$ cat src/rtl/arb_pkg.sv
// rtl/arb_pkg.sv - shared types and sizing helpers for the round-robin hold arbiter
//   Contents: arb_state_t (IDLE/GRANT), idx_width(), HOLD_W
package arb_pkg;

    typedef enum logic {
        IDLE  = 1'b0,
        GRANT = 1'b1
    } arb_state_t;

    // Width of a requester index; never narrower than one bit.
    function automatic int idx_width(input int n);
        return (n <= 2) ? 1 : $clog2(n);
    endfunction

    // Hold counter width, sized for the largest MAX_HOLD (255).
    localparam int HOLD_W = 8;

endpackage

$ cat src/rtl/rr_pick.sv
// rtl/rr_pick.sv - combinational rotating-priority picker
//   Ports: i_req   [N]  request vector
//          i_ptr   [IW] highest-priority index
//          o_onehot[N]  one-hot winner (zero when none)
//          o_idx   [IW] winner index (zero when none)
//          o_found      any request present
module rr_pick
    import arb_pkg::*;
#(
    parameter int N  = 4,
    parameter int IW = idx_width(N)
) (
    input  logic [N-1:0]  i_req,
    input  logic [IW-1:0] i_ptr,
    output logic [N-1:0]  o_onehot,
    output logic [IW-1:0] o_idx,
    output logic          o_found
);

    // One extra bit so ptr + offset cannot overflow before the modulo fold.
    logic [IW:0] w_cand;

    always_comb begin
        o_onehot = '0;
        o_idx    = '0;
        o_found  = 1'b0;
        w_cand   = '0;
        for (int k = 0; k < N; k++) begin
            w_cand = {1'b0, i_ptr} + (IW+1)'(k);
            if (w_cand >= (IW+1)'(N)) begin
                w_cand = w_cand - (IW+1)'(N);
            end
            if (!o_found && i_req[w_cand[IW-1:0]]) begin
                o_found                     = 1'b1;
                o_onehot[w_cand[IW-1:0]]    = 1'b1;
                o_idx                       = w_cand[IW-1:0];
            end
        end
    end

endmodule

$ cat src/rtl/rr_hold_arbiter.sv
// rtl/rr_hold_arbiter.sv - round-robin arbiter with bounded grant hold
//   Ports: clk, rst_b (async, active-low)
//          en        arbitration enable (blocks new grants only)
//          req  [N]  level requests
//          gnt  [N]  registered one-hot grant
//          gnt_valid registered, high when gnt != 0
//          gnt_idx   registered owner index, 0 when idle
module rr_hold_arbiter
    import arb_pkg::*;
#(
    parameter int N        = 4,
    parameter int MAX_HOLD = 4
) (
    input  logic                      clk,
    input  logic                      rst_b,
    input  logic                      en,
    input  logic [N-1:0]              req,
    output logic [N-1:0]              gnt,
    output logic                      gnt_valid,
    output logic [idx_width(N)-1:0]   gnt_idx
);

    localparam int IW = idx_width(N);

    arb_state_t        r_state;
    logic [IW-1:0]     r_ptr;
    logic [HOLD_W-1:0] r_hold;
    logic [N-1:0]      r_gnt;
    logic              r_valid;
    logic [IW-1:0]     r_idx;

    logic [IW-1:0]     w_next_ptr;
    logic [IW-1:0]     w_pick_ptr;
    logic              w_release;
    logic [N-1:0]      w_onehot;
    logic [IW-1:0]     w_idx;
    logic              w_found;

    // Pointer just past the current owner, folded at N-1.
    assign w_next_ptr = (r_idx == IW'(N-1)) ? '0 : r_idx + 1'b1;

    assign w_release  = !req[r_idx] || (r_hold == HOLD_W'(MAX_HOLD));

    // While granting, pick in the post-release order so a release can hand
    // over on the same edge. That order places the current owner last, which
    // lets a sole requester at MAX_HOLD win again.
    assign w_pick_ptr = (r_state == GRANT) ? w_next_ptr : r_ptr;

    rr_pick #(
        .N  (N),
        .IW (IW)
    ) u_pick (
        .i_req    (req),
        .i_ptr    (w_pick_ptr),
        .o_onehot (w_onehot),
        .o_idx    (w_idx),
        .o_found  (w_found)
    );

    always_ff @(posedge clk or negedge rst_b) begin
        if (!rst_b) begin
            r_state <= IDLE;
            r_ptr   <= '0;
            r_hold  <= '0;
            r_gnt   <= '0;
            r_valid <= 1'b0;
            r_idx   <= '0;
        end else begin
            case (r_state)
                IDLE: begin
                    if (en && w_found) begin
                        r_state <= GRANT;
                        r_gnt   <= w_onehot;
                        r_idx   <= w_idx;
                        r_valid <= 1'b1;
                        r_hold  <= HOLD_W'(1);
                    end
                end
                GRANT: begin
                    if (w_release) begin
                        r_ptr <= w_next_ptr;
                        if (en && w_found) begin
                            r_gnt   <= w_onehot;
                            r_idx   <= w_idx;
                            r_valid <= 1'b1;
                            r_hold  <= HOLD_W'(1);
                        end else begin
                            r_state <= IDLE;
                            r_gnt   <= '0;
                            r_idx   <= '0;
                            r_valid <= 1'b0;
                            r_hold  <= '0;
                        end
                    end else begin
                        r_hold <= r_hold + 1'b1;
                    end
                end
                default: begin
                    r_state <= IDLE;
                end
            endcase
        end
    end

    assign gnt       = r_gnt;
    assign gnt_valid = r_valid;
    assign gnt_idx   = r_idx;

endmodule

$ cat config.mk
export PLATFORM = sky130hd
export DESIGN_NAME = rr_hold_arbiter
export DESIGN_NICKNAME = d
export VERILOG_FILES = /design/src/rtl/arb_pkg.sv /design/src/rtl/rr_pick.sv /design/src/rtl/rr_hold_arbiter.sv
export SDC_FILE = /design/constraint.sdc
export NUM_CORES = 1
export LEC_CHECK = 0
export ABC_AREA = 0
export CELL_PAD_IN_SITES_DETAIL_PLACEMENT = 1
export CELL_PAD_IN_SITES_GLOBAL_PLACEMENT = 1
export CORE_UTILIZATION = 40
export CTS_CLUSTER_DIAMETER = 100
export DETAILED_ROUTE_END_ITERATION = 12
export GPL_TIMING_DRIVEN = 0
export PLACE_DENSITY = 0.71
export SLEW_MARGIN = 20
export SYNTH_ARGS = -nofsm -noshare
export SYNTH_HDL_FRONTEND = slang
export SYNTH_SLANG_ARGS = --single-unit
$ cat constraint.sdc
create_clock -name clk -period 3.4 [get_ports clk]
set_input_delay 1.02 -clock clk [delete_from_list [all_inputs] [get_ports clk]]
set_output_delay 1.02 -clock clk [all_outputs]
set_load 0.03 [all_outputs]
# == Word level (Yosys, flattened, before mapping) ==
# Cells that the tools add are included.
# word_totals
ff_bits,18
inputBits,7
out_inout_bits,7
wordCells,105
# op_classes
addsub,9
magnitude_cmp,13
n_eq_ne,4
mux,54
bitwise_logic,4
n_reduce_logical,15
# ops
cell,n
4-bit two-way mux,7
2-bit two-way mux,13
1-bit two-way mux,18
8-bit two-way mux,2
8-bit one-hot mux with 2 select lines,1
2-bit by 3-bit less-than comparator with 1-bit output (second input constant),5
4-bit OR,3
1-bit binary-select mux with 2-bit select,5
3-bit greater-or-equal comparator (second input constant),3
8-bit by 1-bit adder with 8-bit output (second input constant),1
1-bit demux with 2-bit select,4
8-bit by 3-bit == test with 1-bit output (second input constant),1
2-bit by 1-bit greater-or-equal comparator with 1-bit output (second input constant),4
1-bit logical AND,8
4-bit one-hot mux with 2 select lines,1
2-bit by 1-bit subtractor with 2-bit output (second input constant),4
2-bit by 2-bit adder with 3-bit output (second input constant),2
1-bit zero test,4
1-bit one-hot mux with 2 select lines,2
2-bit one-hot mux with 2 select lines,1
2-bit AND reduction,2
2-bit by 1-bit adder with 3-bit output (second input constant),1
2-bit by 3-bit greater-or-equal comparator with 1-bit output (second input constant),1
2-bit by 1-bit adder with 2-bit output (second input constant),1
5 further kinds,5

# == Depth between registers and ports, before layout ==
# Gate-level depths: netlist of run 1.
# depth
word_depth,21
ltp_mapped,12
mapped_depth_nobuf,9

# == Modules after synthesis ==
# A second synthesis of run 1 with hierarchy kept.
# unflattened
cells_unflattened,124
hier_area_um2,1325.0
# modules_own_cells
module,n_inst,cells_per_inst,area_per_inst_um2,seq_area_each_um2
rr_hold_arbiter,1,79,903.4,450.4
rr_pick,1,45,421.7,0.0

# == Least setup slack after synthesis of run 1 ==
# OpenSTA, ideal clock, no wires.
# synth_path
path_type,reg2reg
startpoint,"register r_idx[0], in the netlist gnt_idx[0]"
endpoint,"register r_idx[1], in the netlist gnt_idx[1]"
setup_ps,126
t_arrival_ps,2981
required_ps,3274
path_slack_ps,293
path_stages_with_launch,12
path_buffers,2
period_less_slack_ps,3107
path_cell_list,dfrtp_1 ha_1 mux2i_4 ha_1 clkbuf_1 nand2b_1 or4_1 a31oi_1 o21a_1 buf_6 nor2_1 a221o_1
# synth_via
elab_chain_cells,21
elab_cells_between_ends,53
cone_classes,add/sub (8); order compare (4); eq/ne (3); mux (28); reduce/logical (10)
# synth_rtl
element,line_no,source
from (decl),rr_hold_arbiter.sv:30,logic [IW-1:0] r_idx;
from (signal assigned),rr_hold_arbiter.sv:74,r_idx <= w_idx;
from (signal assigned),rr_hold_arbiter.sv:84,r_idx <= w_idx;
2-bit by 1-bit adder with 2-bit output or 2-bit == test (tied branches),rr_hold_arbiter.sv:40,assign w_next_ptr = (r_idx == IW'(N-1)) ? '0 : r_idx + 1'b1;
2-bit two-way mux *,rr_hold_arbiter.sv:40,
named net w_next_ptr[1],rr_hold_arbiter.sv:32,logic [IW-1:0] w_next_ptr;
2-bit two-way mux *,rr_hold_arbiter.sv:47,assign w_pick_ptr = (r_state == GRANT) ? w_next_ptr : r_ptr;
branches (longest 18 deep; another with 2-bit by 1-bit adder with 3-bit output),n/a,
# Mark *: on every way through the listed nets, which the timed path passes. The select of a mux whose other input is x is not followed.
# A chain may end at the register's enable or synchronous reset.

# == Worst setup path after layout of run 1 ==
# layout_path
startpoint,input port req[3]
endpoint,"register r_gnt[1], in the netlist gnt[1]"
# layout_via
elab_chain_cells,16
elab_cells_between_ends,37
cone_classes,eq/ne (2); mux (22); bitwise (3); reduce/logical (10)
# layout_rtl
element,line_no,source
from (decl),rr_hold_arbiter.sv:17,"input logic [N-1:0] req,"
1-bit binary-select mux with 2-bit select,rr_pick.sv:33,if (!o_found && i_req[w_cand[IW-1:0]]) begin
1-bit two-way mux (not written as such),rr_pick.sv:33,
1-bit two-way mux,rr_pick.sv:33,
1-bit zero test,rr_pick.sv:33,
1-bit logical AND,rr_pick.sv:33,
1-bit two-way mux,rr_pick.sv:33,
1-bit zero test,rr_pick.sv:33,
1-bit logical AND,rr_pick.sv:33,
1-bit two-way mux,rr_pick.sv:33,
1-bit zero test,rr_pick.sv:33,
1-bit logical AND,rr_pick.sv:33,
1-bit two-way mux,rr_pick.sv:33,
1-bit logical AND,"rr_hold_arbiter.sv:71, rr_hold_arbiter.sv:82",
4-bit two-way mux,rr_hold_arbiter.sv:82,if (en && w_found) begin
4-bit two-way mux,rr_hold_arbiter.sv:80,if (w_release) begin
4-bit one-hot mux with 2 select lines,rr_hold_arbiter.sv:69,case (r_state)
to (signal assigned),rr_hold_arbiter.sv:73,r_gnt <= w_onehot;
to (signal assigned),rr_hold_arbiter.sv:83,r_gnt <= w_onehot;
to (decl),rr_hold_arbiter.sv:28,logic [N-1:0] r_gnt;
# Parallel ways exist; a longest one is shown, timed or not. The select of a mux whose other input is x is not followed.

==> qor.txt, run 1 <==
Result of the run -> complete, no violations
Die Footprint -> 0.00397 sq mm
Cell area after placement -> 0.00167 sq mm
Clock tree skew after final layout -> 0.00641 ns
Slew Limit Headroom -> 44.5%
Worst IR Drop VDD -> 0.000489 V
Vertical die dimension -> 63.0 microns
Pin count of the biggest net entering global routing -> 19
Kind of end point of the critical path -> register
Int Power -> 899 uW
Final Instance Count excl. Fillers -> 227
Mean number of vias per cell -> 6.12
Worst min-delay path startpoint -> gnt_valid
Pre-CTS setup slack -> -0.0379 ns
Final worst path period need -> 3.14 ns
Fraction of the yosys area taken by sequential cells -> 30.3%
Initial Util -> 43.2%
Cell at the root of the clock tree -> sky130_fd_sc_hd__clkbuf_8
Count of flip-flops with a built-in enable after synthesis -> 0
Mean instance size in the synthesized netlist -> 9.02 sq um
Wire length of the first global-routing pass -> 7040 microns
Required time worst endpoint -> 3.53 ns
Drt pass-1 iters -> 4
Area contributors post-synth -> sky130_fd_sc_hd__dfrtp_1 (30%), sky130_fd_sc_hd__ha_1 (9.3%), sky130_fd_sc_hd__o21ai_0 (4.4%), sky130_fd_sc_hd__inv_1 (3.5%), sky130_fd_sc_hd__a221o_1 (3.4%)
Net total in the final layout -> 200
Routed Wire Length -> 4080 microns
Core area -> 0.00344 sq mm
Max Clk Rate -> 318 MHz
Growth of design area from synthesis to finish -> 16.3%
Maximum net fanout on the critical path -> 10
Initial drt markers -> 75
Count of filler cells inserted in the layout -> 410
Global route overflow -> 0
Most common library cells after synthesis -> sky130_fd_sc_hd__dfrtp_1 (18), sky130_fd_sc_hd__inv_1 (14), sky130_fd_sc_hd__nand2_1 (13), sky130_fd_sc_hd__o21ai_0 (13), sky130_fd_sc_hd__ha_1 (11)
Leading register cell type out of synthesis -> sky130_fd_sc_hd__dfrtp_1
N_diodes -> 0
Unrepaired setup endpoints after global routing -> no
Fraction of post-synthesis cell area in the top cell type by area -> 30.3%
Number of slew-limit violations in the final report -> 0
Final Cycle Share -> 92.4%
Slew at the pin closest to its max-slew limit -> 0.830 ns
Clock latency on the worst-skew pair -> 0.25 ns
Fraction of final layout cells sized beyond drive strength 1 -> 11.6%
Horiz. Die Dim -> 63.0 microns
Clock power frac -> 9.8%
Netlist area before placement -> 0.00149 sq mm
Logic pwr share -> 70.9%
Routed length per instance -> 18.0 microns
Final Core Density -> 50.3%
Placed Cells -> 223
Leak pwr -> 0.000739 uW
Arrival time of data at the critical path endpoint -> 3.27 ns
Launching element of the worst setup path -> req[3]
Areal power density over the cells -> 1030 mW/mm^2
Cell type contributing the most total cell area after synthesis -> sky130_fd_sc_hd__dfrtp_1
Distinct cell type count of the synthesized netlist -> 43
IO Pins -> 14
WS Path Type -> in2reg
Clock transition at the registers of the reported paths -> 0.06 ns
Post-Syn Instances -> 165
Weighted congestion at the end of routability-driven global placement -> 0.818
Share of power burned in registers -> 19.4%
Yosys reg bits -> 18
Via Count -> 1390
Path category of the worst min-delay check -> reg2reg
Synthesized net count -> 183
Proportion of register bits with asynchronous set or reset after synthesis -> 100%
TritonCTS clock tree -> built
Count of final setup violators -> 0
Sink count of the clock tree -> 18
Final setup margin -> 0.258 ns
Most used standard cell by instance count after synthesis -> sky130_fd_sc_hd__dfrtp_1
Psw -> 880 uW
Reg area -> 450 sq um
Drc violations -> 0
Total area of multi-input combinational cells -> 945 sq um
Number of buffers inserted for hold repair after clock tree synthesis -> 0
Count of endpoints failing hold in the final timing report -> 0
Post-DRT Antenna Nets -> 0
Switching share of total power -> 49.5%
Post-DP HPWL -> 3070 microns
Max-cap viol count -> 0
Cell row count -> 21
Number of antenna violations at the first check in global routing -> 0
Final cell area excluding filler cells -> 0.00173 sq mm
Synthesis Warnings -> 0
Number of buffers inserted by port buffering -> 12
Total global routing track utilization -> 22.5%
Total CTS buffers -> 3
Number of global-route vias before repair -> 1458
Startpoint of the most critical register-to-register path -> gnt_idx[1]
Buffer levels on the longest clock path -> 2
Critical Path Start Type -> input port
# H-tree levels -> 1
[final timing paths]
kind / to / slack (ns) / cells past startpoint
hold reg to reg: gnt_valid / 0.49 / 1
max in group asynchronous: r_hold[3] / 1.64 / 1
min in group asynchronous: r_ptr[0] / 1.24 / 1
hold / removal: gnt_valid / 0.49 / 1
setup / recovery: gnt[1] / 0.26 / 9
setup reg to reg: gnt[2] / 0.32 / 9
[repair_timing]
action / in CTS / in global routing
gates resized for setup: 0 / 1
endpoints found under the setup margin: 10 / 11
buffers inserted: 1 / 0
[area by class of cell]
class	instances	area share [%]
multi-input combinational	126	54.6
buffer	5	1.95
tap	46	3.33
timing repair buffer	13	7.38
clock buffer	4	3.18
inverter	15	3.54
sequential	18	26.0
[critical path: stages]
cell and delay [ns]:
sky130_fd_sc_hd__clkdlybuf4s50_1 0.42, sky130_fd_sc_hd__clkbuf_1 0.24, sky130_fd_sc_hd__nand2_1 0.11, sky130_fd_sc_hd__o211ai_1 0.12, sky130_fd_sc_hd__nand4_1 0.16, sky130_fd_sc_hd__clkbuf_1 0.38, sky130_fd_sc_hd__o21ai_0 0.21, sky130_fd_sc_hd__a21o_4 0.26
sky130_fd_sc_hd__a221o_1 0.35
[cells by family after synthesis]
kind of cell / Yosys count / synth area share [%]
AOI/OAI and AO/OA: 44 / 21.8
xor gates and xnor gates: 1 / 0.589
adders and majority gates: 11 / 9.25
buffers and inverters: 21 / 6.64
DFF: 18 / 30.3
muxes: 10 / 8.66
and+or+nand+nor: 60 / 22.8
[metrics by stage]
step	hold WS, ns	TNS (ns)	power, uW
floorplan	0.518	0	1260
global placement	0.468	0	1530
global route	0.514	0	1920
CTS	0.502	0	1780
finish	0.489	0	1780
detailed placement	0.481	-0.126	1570
[power by group through the flow]
stage / Clock, uW / Sequential [uW] / Combinational [uW]
floorplan: 0 / 382 / 874
global placement: 0 / 343 / 1180
detailed placement: 0 / 349 / 1220
CTS: 182 / 345 / 1250
global route: 188 / 354 / 1380
finish: 174 / 345 / 1260
[cell usage in the layout (no fill, tap or decap), drive strengths merged, types with 2 or more instances in the layout]
master and count:
dfrtp 18, inv 15, nand2 14, o21ai 13, clkdlybuf4s50 12, ha 11
nor3 10, nor2 7, nor2b 7, clkbuf 7, mux2i 6, nand3 5
a221o 5, a222oi 4, a31oi 4, o211ai 3, nor4 3, nand4 3
mux2 3, a21oi 3, buf 3, a211o 3, nand2b 3, or4 2
o32ai 2, and3 2, o31ai 2, a21o 2
[routing by layer]
layer,wire [microns],vias up,track usage [%],part of all wire [%]
li1,-,654,-,-
met1,1980,693,29.8,49
met2,1880,39,38.0,46
met3,188,4,4.56,4.6
met4,31,0,3.49,0.76
met5,0,-,0,0
[state kept, by name (all words and copies together) (netlist names)]
register and cells:
gnt_valid 1, gnt_idx 2, gnt 4, r_hold 8, r_state 1, r_ptr 2
No activity file was read; power rests on OpenSTA's default activity.
==> inputs of run 2 (changes only) <==
- CORE_MARGIN: unset -> 4
==> run 2 against run 1 <==
Count of clock-buffer cells in the layout unchanged. Clock skew decreased by 0.0050 ns. Register-to-register slack is essentially flat. Critical path depth decreased by 1. Critical path type unchanged. Combinational power about the same. Largest power group unchanged.
==> qor.txt, run 2 (synthesis gave the netlist of run 1 again) <==
Clock transition at the registers of the reported paths -> 0.07 ns
Areal power density over the cells -> 1020 mW/mm^2
Count of endpoints failing hold in the final timing report -> 0
Number of slew-limit violations in the final report -> 0
Total CTS buffers -> 3
Drc violations -> 0
Most frequent cells in the layout -> sky130_fd_sc_hd__dfrtp_1 (18), sky130_fd_sc_hd__inv_1 (14), sky130_fd_sc_hd__nand2_1 (13), sky130_fd_sc_hd__o21ai_0 (13), sky130_fd_sc_hd__clkdlybuf4s50_1 (12)
Routed Wire Length -> 3930 microns
CP top delay family -> compound AO/OA/AOI/OAI gates
Initial drt markers -> 47
Post-cts sizing count -> 0
Via Count -> 1331
Clock tree skew after final layout -> 0.00142 ns
Leak pwr -> 0.000739 uW
Pin count of the biggest net entering global routing -> 19
Number of buffers inserted for hold repair after clock tree synthesis -> 0
Number of global-route vias before repair -> 1441
Count of final setup violators -> 0
Total power draw -> 1770 uW
Final worst path period need -> 3.11 ns
Final-layout worst hold slack -> 0.488 ns
Arrival time of data at the critical path endpoint -> 3.31 ns
Core area -> 0.00347 sq mm
Cell breakdown of the critical path -> clkdlybuf4s50_1, clkbuf_1, nor2b_1, mux2i_1, o32ai_1, a222oi_1, nor3_1, a221o_1
Number of buffers inserted by port buffering -> 12
Post-DP HPWL -> 3020 microns
Fraction of final layout cells sized beyond drive strength 1 -> 11.0%
Drt pass-1 iters -> 4
Maximum net fanout on the critical path -> 10
Required time worst endpoint -> 3.60 ns
Post-Route Setup TNS -> 0 ns
Slew Limit Headroom -> 44.9%
Path category of the worst min-delay check -> reg2reg
Final Cycle Share -> 91.5%
# H-tree levels -> 1
Number of flip-flops under the largest register name -> 8
Global route overflow -> 0
Growth of design area from synthesis to finish -> 15.9%
Sink count of the clock tree -> 18
Die Footprint -> 0.00476 sq mm
Number of antenna violations at the first check in global routing -> 0
Wire length of the first global-routing pass -> 6820 microns
Initial Util -> 42.9%
Buffer levels on the longest clock path -> 2
Met2 wirelength from detailed routing -> 2060 microns
Weighted congestion at the end of routability-driven global placement -> 0.810
Max Clk Rate -> 321 MHz
Cell row count -> 21
Worst IR Drop VDD -> 0.000487 V
Max-cap viol count -> 0
Unrepaired setup endpoints after global routing -> no
Total global routing track utilization -> 19.0%
WS Path Type -> in2reg
Cell at the root of the clock tree -> sky130_fd_sc_hd__clkbuf_8
Commonest non-fill, non-tap cell in the layout -> sky130_fd_sc_hd__dfrtp_1
Critical Path Max Stage Delay -> 0.59 ns
Slew at the pin closest to its max-slew limit -> 0.824 ns
Horiz. Die Dim -> 69.0 microns
Result of the run -> complete, no violations
TritonCTS clock tree -> built
Net total in the final layout -> 200
Count of filler cells inserted in the layout -> 420
Cell with the biggest individual delay on the critical path -> sky130_fd_sc_hd__o32ai_1
Highest layer used for signal routing -> met4
Routed length per instance -> 17.3 microns
Post-DRT Antenna Nets -> 0
Vertical die dimension -> 69.0 microns
Register name with the most flops -> r_hold
Kind of end point of the critical path -> register
IO Pins -> 14
Amount of wire on met3 after detailed routing -> 63 microns
Final Core Density -> 49.7%
Clock latency on the worst-skew pair -> 0.26 ns
Critical Path Start Type -> input port
Mean number of vias per cell -> 5.86
Buf+Inv Stages, Crit Path -> 2
N_diodes -> 0
Sum of routed wire segments on met1 -> 1730 microns
[run 2: metal layers]
| metal | GRT usage (%) | vias up |
|---|---|---|
| met2 | 34.2 | 20 |
| li1 | - | 649 |
| met1 | 22.5 | 655 |
| met4 | 9.25 | 0 |
| met5 | 0 | - |
| met3 | 1.62 | 7 |
[run 2: final timing paths]
| check | start | endpoint | slack, ns | depth (start not counted) |
|---|---|---|---|---|
| worst max-delay path | req[3] | gnt[3] | 0.29 | 8 |
| min in group asynchronous | rst_b | r_ptr[0] | 1.23 | 1 |
| max in group asynchronous | rst_b | r_hold[2] | 1.65 | 1 |
| worst max register to register | gnt_idx[0] | gnt_idx[1] | 0.31 | 10 |
| worst min-delay path | gnt_valid | gnt_valid | 0.49 | 1 |
| worst min register to register | gnt_valid | gnt_valid | 0.49 | 1 |
[run 2: per-stage QoR]
| step | cell area, sq um | setup WS, ns | cells |
|---|---|---|---|
| detailed placement | 1670 | -0.0213 | 223 |
| CTS | 1730 | 0.164 | 228 |
| floorplan | 1490 | 0.293 | 165 |
| finish | 1720 | 0.289 | 227 |
| global placement | 1670 | 0.0326 | 223 |
| global route | 1720 | 0.0931 | 227 |
[run 2: cell type report]
cell class,instances,area (sq um),share of cell area (%)
clock buffer,4,55.1,3.19
multi-input combinational,126,938,54.4
sequential,18,450,26.1
buffer,5,33.8,1.96
inverter,15,61.3,3.56
tap,46,57.6,3.34
timing repair buffer,13,128,7.40
[run 2: repair_timing]
item,4_1_cts,5_1_grt
endpoints found under the setup margin,4,8
setup buffers,1,0
hold endpoints to repair,0,0
[run 2: worst reg2reg max path, delay by kind of cell (launching register included)]
family                     cells  cell delay, ns
AOI/OAI and AO/OA              3            0.82
buffers and inverters          1            0.14
DFF                            1            0.46
muxes                          1            0.10
and+or+nand+nor                3            0.61
adders and majority gates      2            0.84
[run 2: power breakdown]
part / internal (uW) / switching, uW
Combinational: 517 / 727
Clock: 103 / 73.9
Sequential: 278 / 67.9
==> inputs of run 3 (changes only) <==
- REMOVE_ABC_BUFFERS: unset -> 1
- SETUP_SLACK_MARGIN: unset -> 0.1
- SLEW_MARGIN: 20 -> unset
==> run 3 against run 2 <==
Highest routed layer unchanged. Global-route usage down 1.3 points. Critical path type unchanged. Utilization down 0.18 points. Cell count down 1.8%. Largest power group unchanged.
==> qor.txt, run 3 (synthesis gave the netlist of run 1 again) <==
Unrepaired setup endpoints after global routing -> no
Number of buffers inserted by port buffering -> 13
Sum of routed wire segments on met1 -> 1670 microns
CP top delay family -> simple AND/OR/NAND/NOR gates
Maximum net fanout on the critical path -> 11
Drc violations -> 0
Count of final setup violators -> 0
Leak pwr -> 0.000728 uW
Required time worst endpoint -> 3.54 ns
Sink count of the clock tree -> 18
Total area of multi-input combinational cells -> 956 sq um
Core area -> 0.00347 sq mm
Global route overflow -> 0
Clock transition at the registers of the reported paths -> 0.07 ns
Max Clk Rate -> 322 MHz
Weighted congestion at the end of routability-driven global placement -> 0.905
Result of the run -> complete, no violations
Vertical die dimension -> 69.0 microns
Fraction of final layout cells sized beyond drive strength 1 -> 13.0%
Number of buffers inserted for hold repair after clock tree synthesis -> 0
N_diodes -> 0
Commonest non-fill, non-tap cell in the layout -> sky130_fd_sc_hd__dfrtp_1
Post-DP HPWL -> 3040 microns
WS Path Type -> in2reg
Register name with the most flops -> r_hold
Cell with the biggest individual delay on the critical path -> sky130_fd_sc_hd__clkdlybuf4s50_1
Clock tree skew after final layout -> 0.00206 ns
# H-tree levels -> 1
Path category of the worst min-delay check -> reg2reg
Final worst path period need -> 3.10 ns
Max-cap viol count -> 0
Met2 wirelength from detailed routing -> 2070 microns
Buf+Inv Stages, Crit Path -> 2
Horiz. Die Dim -> 69.0 microns
Mean number of vias per cell -> 6.04
Slew Limit Headroom -> 44.8%
Routed Wire Length -> 3880 microns
Wire length of the first global-routing pass -> 6440 microns
Final Core Density -> 49.5%
Via Count -> 1348
TritonCTS clock tree -> built
Areal power density over the cells -> 1010 mW/mm^2
Critical Path Start Type -> input port
Number of antenna violations at the first check in global routing -> 0
Minimum setup slack among reg-to-reg paths -> 0.38 ns
Total CTS buffers -> 3
IO Pins -> 14
Growth of design area from synthesis to finish -> 15.5%
Arrival time of data at the critical path endpoint -> 3.24 ns
Clock latency on the worst-skew pair -> 0.25 ns
Count of endpoints failing hold in the final timing report -> 0
Initial drt markers -> 50
Cell breakdown of the critical path -> clkdlybuf4s50_1, inv_1, o211ai_1, nand4_1, nand2_2, nor2_1, a221o_1
Most frequent cells in the layout -> sky130_fd_sc_hd__dfrtp_1 (18), sky130_fd_sc_hd__inv_1 (14), sky130_fd_sc_hd__o21ai_0 (13), sky130_fd_sc_hd__clkdlybuf4s50_1 (13), sky130_fd_sc_hd__nand2_1 (12)
Die Footprint -> 0.00476 sq mm
Buffer levels on the longest clock path -> 2
Cell at the root of the clock tree -> sky130_fd_sc_hd__clkbuf_8
Initial Util -> 42.9%
Post-DRT Antenna Nets -> 0
Final Cycle Share -> 91.3%
Amount of wire on met3 after detailed routing -> 62 microns
Critical Path Max Stage Delay -> 0.57 ns
Routed length per instance -> 17.4 microns
Highest layer used for signal routing -> met4
Count of filler cells inserted in the layout -> 416
Slew at the pin closest to its max-slew limit -> 0.826 ns
Net total in the final layout -> 196
Number of slew-limit violations in the final report -> 0
Kind of end point of the critical path -> register
Total global routing track utilization -> 17.7%
Total power draw -> 1740 uW
Drt pass-1 iters -> 6
Number of flip-flops under the largest register name -> 8
Number of global-route vias before repair -> 1373
Pin count of the biggest net entering global routing -> 19
Final-layout worst hold slack -> 0.491 ns
Worst IR Drop VDD -> 0.000686 V
Cell row count -> 21
Reg area -> 450 sq um
==> run 3: worst paths after layout <==
check / to / startpoint / cells after the start
max: gnt_idx[1] / req[0] / 7
min: gnt_valid / gnt_valid / 1
max reg2reg: gnt_idx[1] / gnt_idx[0] / 9
min reg2reg: gnt_valid / gnt_valid / 1
max in group asynchronous: gnt_valid / rst_b / 1
min in group asynchronous: r_hold[6] / rst_b / 1
==> run 3: what timing repair did <==
item	4_1_cts	5_1_grt
gates resized for setup	1	4
setup endpoints to repair	11	10
setup buffers	1	0
==> run 3: per-stage QoR <==
step	setup WS (ns)	area (sq um)	std cells	TNS, ns
global route	0.150	1720	223	0
finish	0.296	1720	223	0
CTS	0.196	1700	223	0
floorplan	0.341	1450	159	0
detailed placement	-0.109	1640	218	-0.582
global placement	-0.0435	1640	218	-0.0792
==> run 3: cell type report <==
cell class	instances	area share, %
clock buffer	4	3.20
inverter	15	3.57
multi-input combinational	126	55.6
sequential	18	26.2
tap	46	3.35
timing repair buffer	14	8.01
==> run 3: power by group <==
part / total [uW] / internal, uW / switching (uW)
sequential: 366 / 278 / 88.5
clock: 173 / 103 / 69.8
combinational: 1200 / 505 / 698
total: 1740 / 885 / 856
==> run 3: per-layer routing <==
layer / vias up / GRT usage [%]
li1: 642 / -
met1: 680 / 20.9
met2: 19 / 32.9
met3: 7 / 1.46
met4: 0 / 6.81
met5: - / 0
==> RTL change, RTL diff (settings of run 1) <==
`N` is set to 4 in 2 places; all go to 8.
--- a/src/rtl/rr_pick.sv
+++ b/src/rtl/rr_pick.sv
@@ -7,7 +7,7 @@
 module rr_pick
     import arb_pkg::*;
 #(
-    parameter int N  = 4,
+    parameter int N  = 8,
     parameter int IW = idx_width(N)
 ) (
     input  logic [N-1:0]  i_req,
--- a/src/rtl/rr_hold_arbiter.sv
+++ b/src/rtl/rr_hold_arbiter.sv
@@ -8,7 +8,7 @@
 module rr_hold_arbiter
     import arb_pkg::*;
 #(
-    parameter int N        = 4,
+    parameter int N        = 8,
     parameter int MAX_HOLD = 4
 ) (
     input  logic                      clk,
Ports: changed (resized gnt, gnt_idx and req); port bits go from 14 to 23. No check against the original RTL was run, so the function may have changed too.
==> RTL change against run 1 <==
The run now ends with negative setup slack left. First-iteration DRC count grew to 3.4 times the old value. Routed wire length increased to 2.7 times the old value. Sequential cell count is 6 higher. Sequential share of layout area fell by 11 points. Critical path type is now reg2reg. Synthesized cell count increased by 92%. Design area is 140% higher. Area after synthesis up 91%. Setup slack worse by 0.31 ns. Via count increased by 130%. Largest cell class unchanged.
Power is not shown: default switching activity piles up to over one toggle a cycle in this logic, so the estimate is an artifact.
==> RTL change: results (changes against run 1) <==
[clock_network]
h-tree-depth=1  ; unchanged
clockBufferDepth=2  ; unchanged
cts_made_buffers=3  ; unchanged
root_buffer=clkbuf_8
worstSkewPairLatency_ns=0.27  ; +0.02 ns
clk_pin_slew_ns=0.09  ; +0.03 ns

[synth]
synth.area.top_cells=dfrtp_1, mux4_2, mux2i_1
postSynthAreaPerCell_um2=8.972  ; -0.50%
synthMuxAreaShare=0.2055  ; +0.1188
syn-num-nets=338  ; +85%
synth_fa_ha_area_frac=0.04399  ; -0.04852
synth_flop_cell=dfrtp_1
synth_compound_area_frac=0.2534  ; +0.03558
synth-seq-area-share=0.2112  ; -0.09160
synthTopCellsByCount=nand2_1, dfrtp_1, mux2i_1
netlist-cell-type-count=77  ; +79%
ys_warn_count=0  ; unchanged
async_flop_share=1.000  ; unchanged
yosys.area_share.xor_xnor=0.01760  ; +0.01171

[placed_design]
dp_hpwl_um=7276  ; +140%
placedInstanceArea_um2=3369  ; +100%
place_congestion=0.8378  ; +2.5%
dp_cells=434  ; +95%
port_buffers=21  ; +9

[global_routing]
use_met3=0.05238  ; +0.006761
grt_util_met1=0.4022  ; +0.1042
grt_pass1_wl_um=17080  ; +140%
grt_max_degree=25  ; +6
track_usage=0.3014  ; +0.07629
grt_pass1_vias=3104  ; +110%
overflow=0  ; unchanged
grt_use_met2=0.5022  ; +0.1218
antenna_found_initial=0  ; unchanged

[outcome]
outcome=complete, but fails checks
failed_checks=negative setup slack

[sta]
setup_viol=3  ; +3
setup_ws_ns=-0.05478  ; -0.3127 ns
tightest_slew_ns=0.8123  ; -0.01728 ns
skew_ns=0.002198  ; -0.004212 ns

[detailed_routing]
ant_nets=0  ; unchanged
viasPerCell=6.506  ; +6.3%
drt_iter0_markers=253  ; +240%
wl_um=10980  ; +170%
drt_first_pass_iters=7  ; +3
num_vias=3162  ; +130%

[final_layout]
diodes=0  ; unchanged
drive_gt1_frac=0.3769  ; +0.2609
nets=412  ; +110%

[setup_path]
crit_arrival_ns=3.66  ; +0.39 ns
crit_fanout=7  ; -3

[worst_hold_path]
hp-class=reg2reg

## RTL change: cell types whose count changed in the layout (fill, tap and decap cells not counted), moves of 7 or more
| cell | before | now |
|---|---|---|
| inv_1 | 14 | 5 |
| mux2i_1 | 5 | 13 |
| nand3_1 | 5 | 15 |
| a21oi_1 | 3 | 15 |
| nor2_1 | 7 | 14 |
| mux4_2 | 1 | 11 |
| buf_4 | 1 | 45 |
| nand2_1 | 13 | 31 |
## RTL change: metrics by stage
step	TNS, ns	utilization	worst slack (ns)
after CTS	-1.020	0.5667	-0.1315
after floorplan	-1.245	-	-0.2209
final	-0.09259	0.6016	-0.05478
after global placement	-10.24	0.4932	-0.6591
after detailed placement	-11.13	0.4932	-0.6785
after global routing	-0.8170	0.6016	-0.1249
## RTL change: cells by family (layout without fill, tap and decap cells)
logic type,Yosys count,in the layout
simple gates,117,117
compound gates,96,96
mux,40,40
buf+inv,26,99
flops,24,24
fa+ha+maj,10,10
xor+xnor,4,4
## RTL change: repair_timing
action | 4_1_cts | 5_1_grt
endpoints found under the setup margin | 21 | 20
setup buffers | 34 | 19
gates cloned | 1 | 0
resized for setup | 38 | 37
endpoints found under the hold margin | 0 | 0
pin swaps | 18 | 20
## RTL change: metal layers
metal / vias up / routed length (µm)
met2: 151 / 5364
met1: 1580 / 4520
li1: 1394 / -
met3: 37 / 673
met4: 0 / 422
met5: - / 0
## RTL change: worst paths after layout
path	from	to	slack (ns)	depth (start not counted)
max reg2reg	gnt_idx[0]	gnt[0]	-0.05	11
max in group asynchronous	rst_b	r_state	2.29	1
min in group asynchronous	rst_b	gnt_valid	0.72	1
max	gnt_idx[0]	gnt[0]	-0.05	11
min	gnt_valid	gnt_valid	0.48	1
min reg2reg	gnt_valid	gnt_valid	0.48	1
## RTL change: critical path: stages, from the launching register on
cell      delay, ns
dfrtp_2        0.45
ha_4           0.17
ha_4           0.16
nor3b_4        0.26
nor2_4         0.08
buf_4          0.19
mux2_4         0.36
mux4_2         0.55
nand2b_4       0.22
o311a_4        0.39
o311ai_4       0.33
a32o_2         0.23
## RTL change: area by class of cell
| type | count | area (µm²) |
|---|---|---|
| Tap cell | 96 | 120.1 |
| Timing Repair Buffer | 73 | 633.1 |
| Sequential cell | 24 | 604.3 |
| Multi-Input combinational cell | 267 | 2500 |
| Buffer | 15 | 168.9 |
| Clock buffer | 4 | 55.05 |
| Fill cell | 772 | 2721 |
| Inverter | 7 | 28.78 |
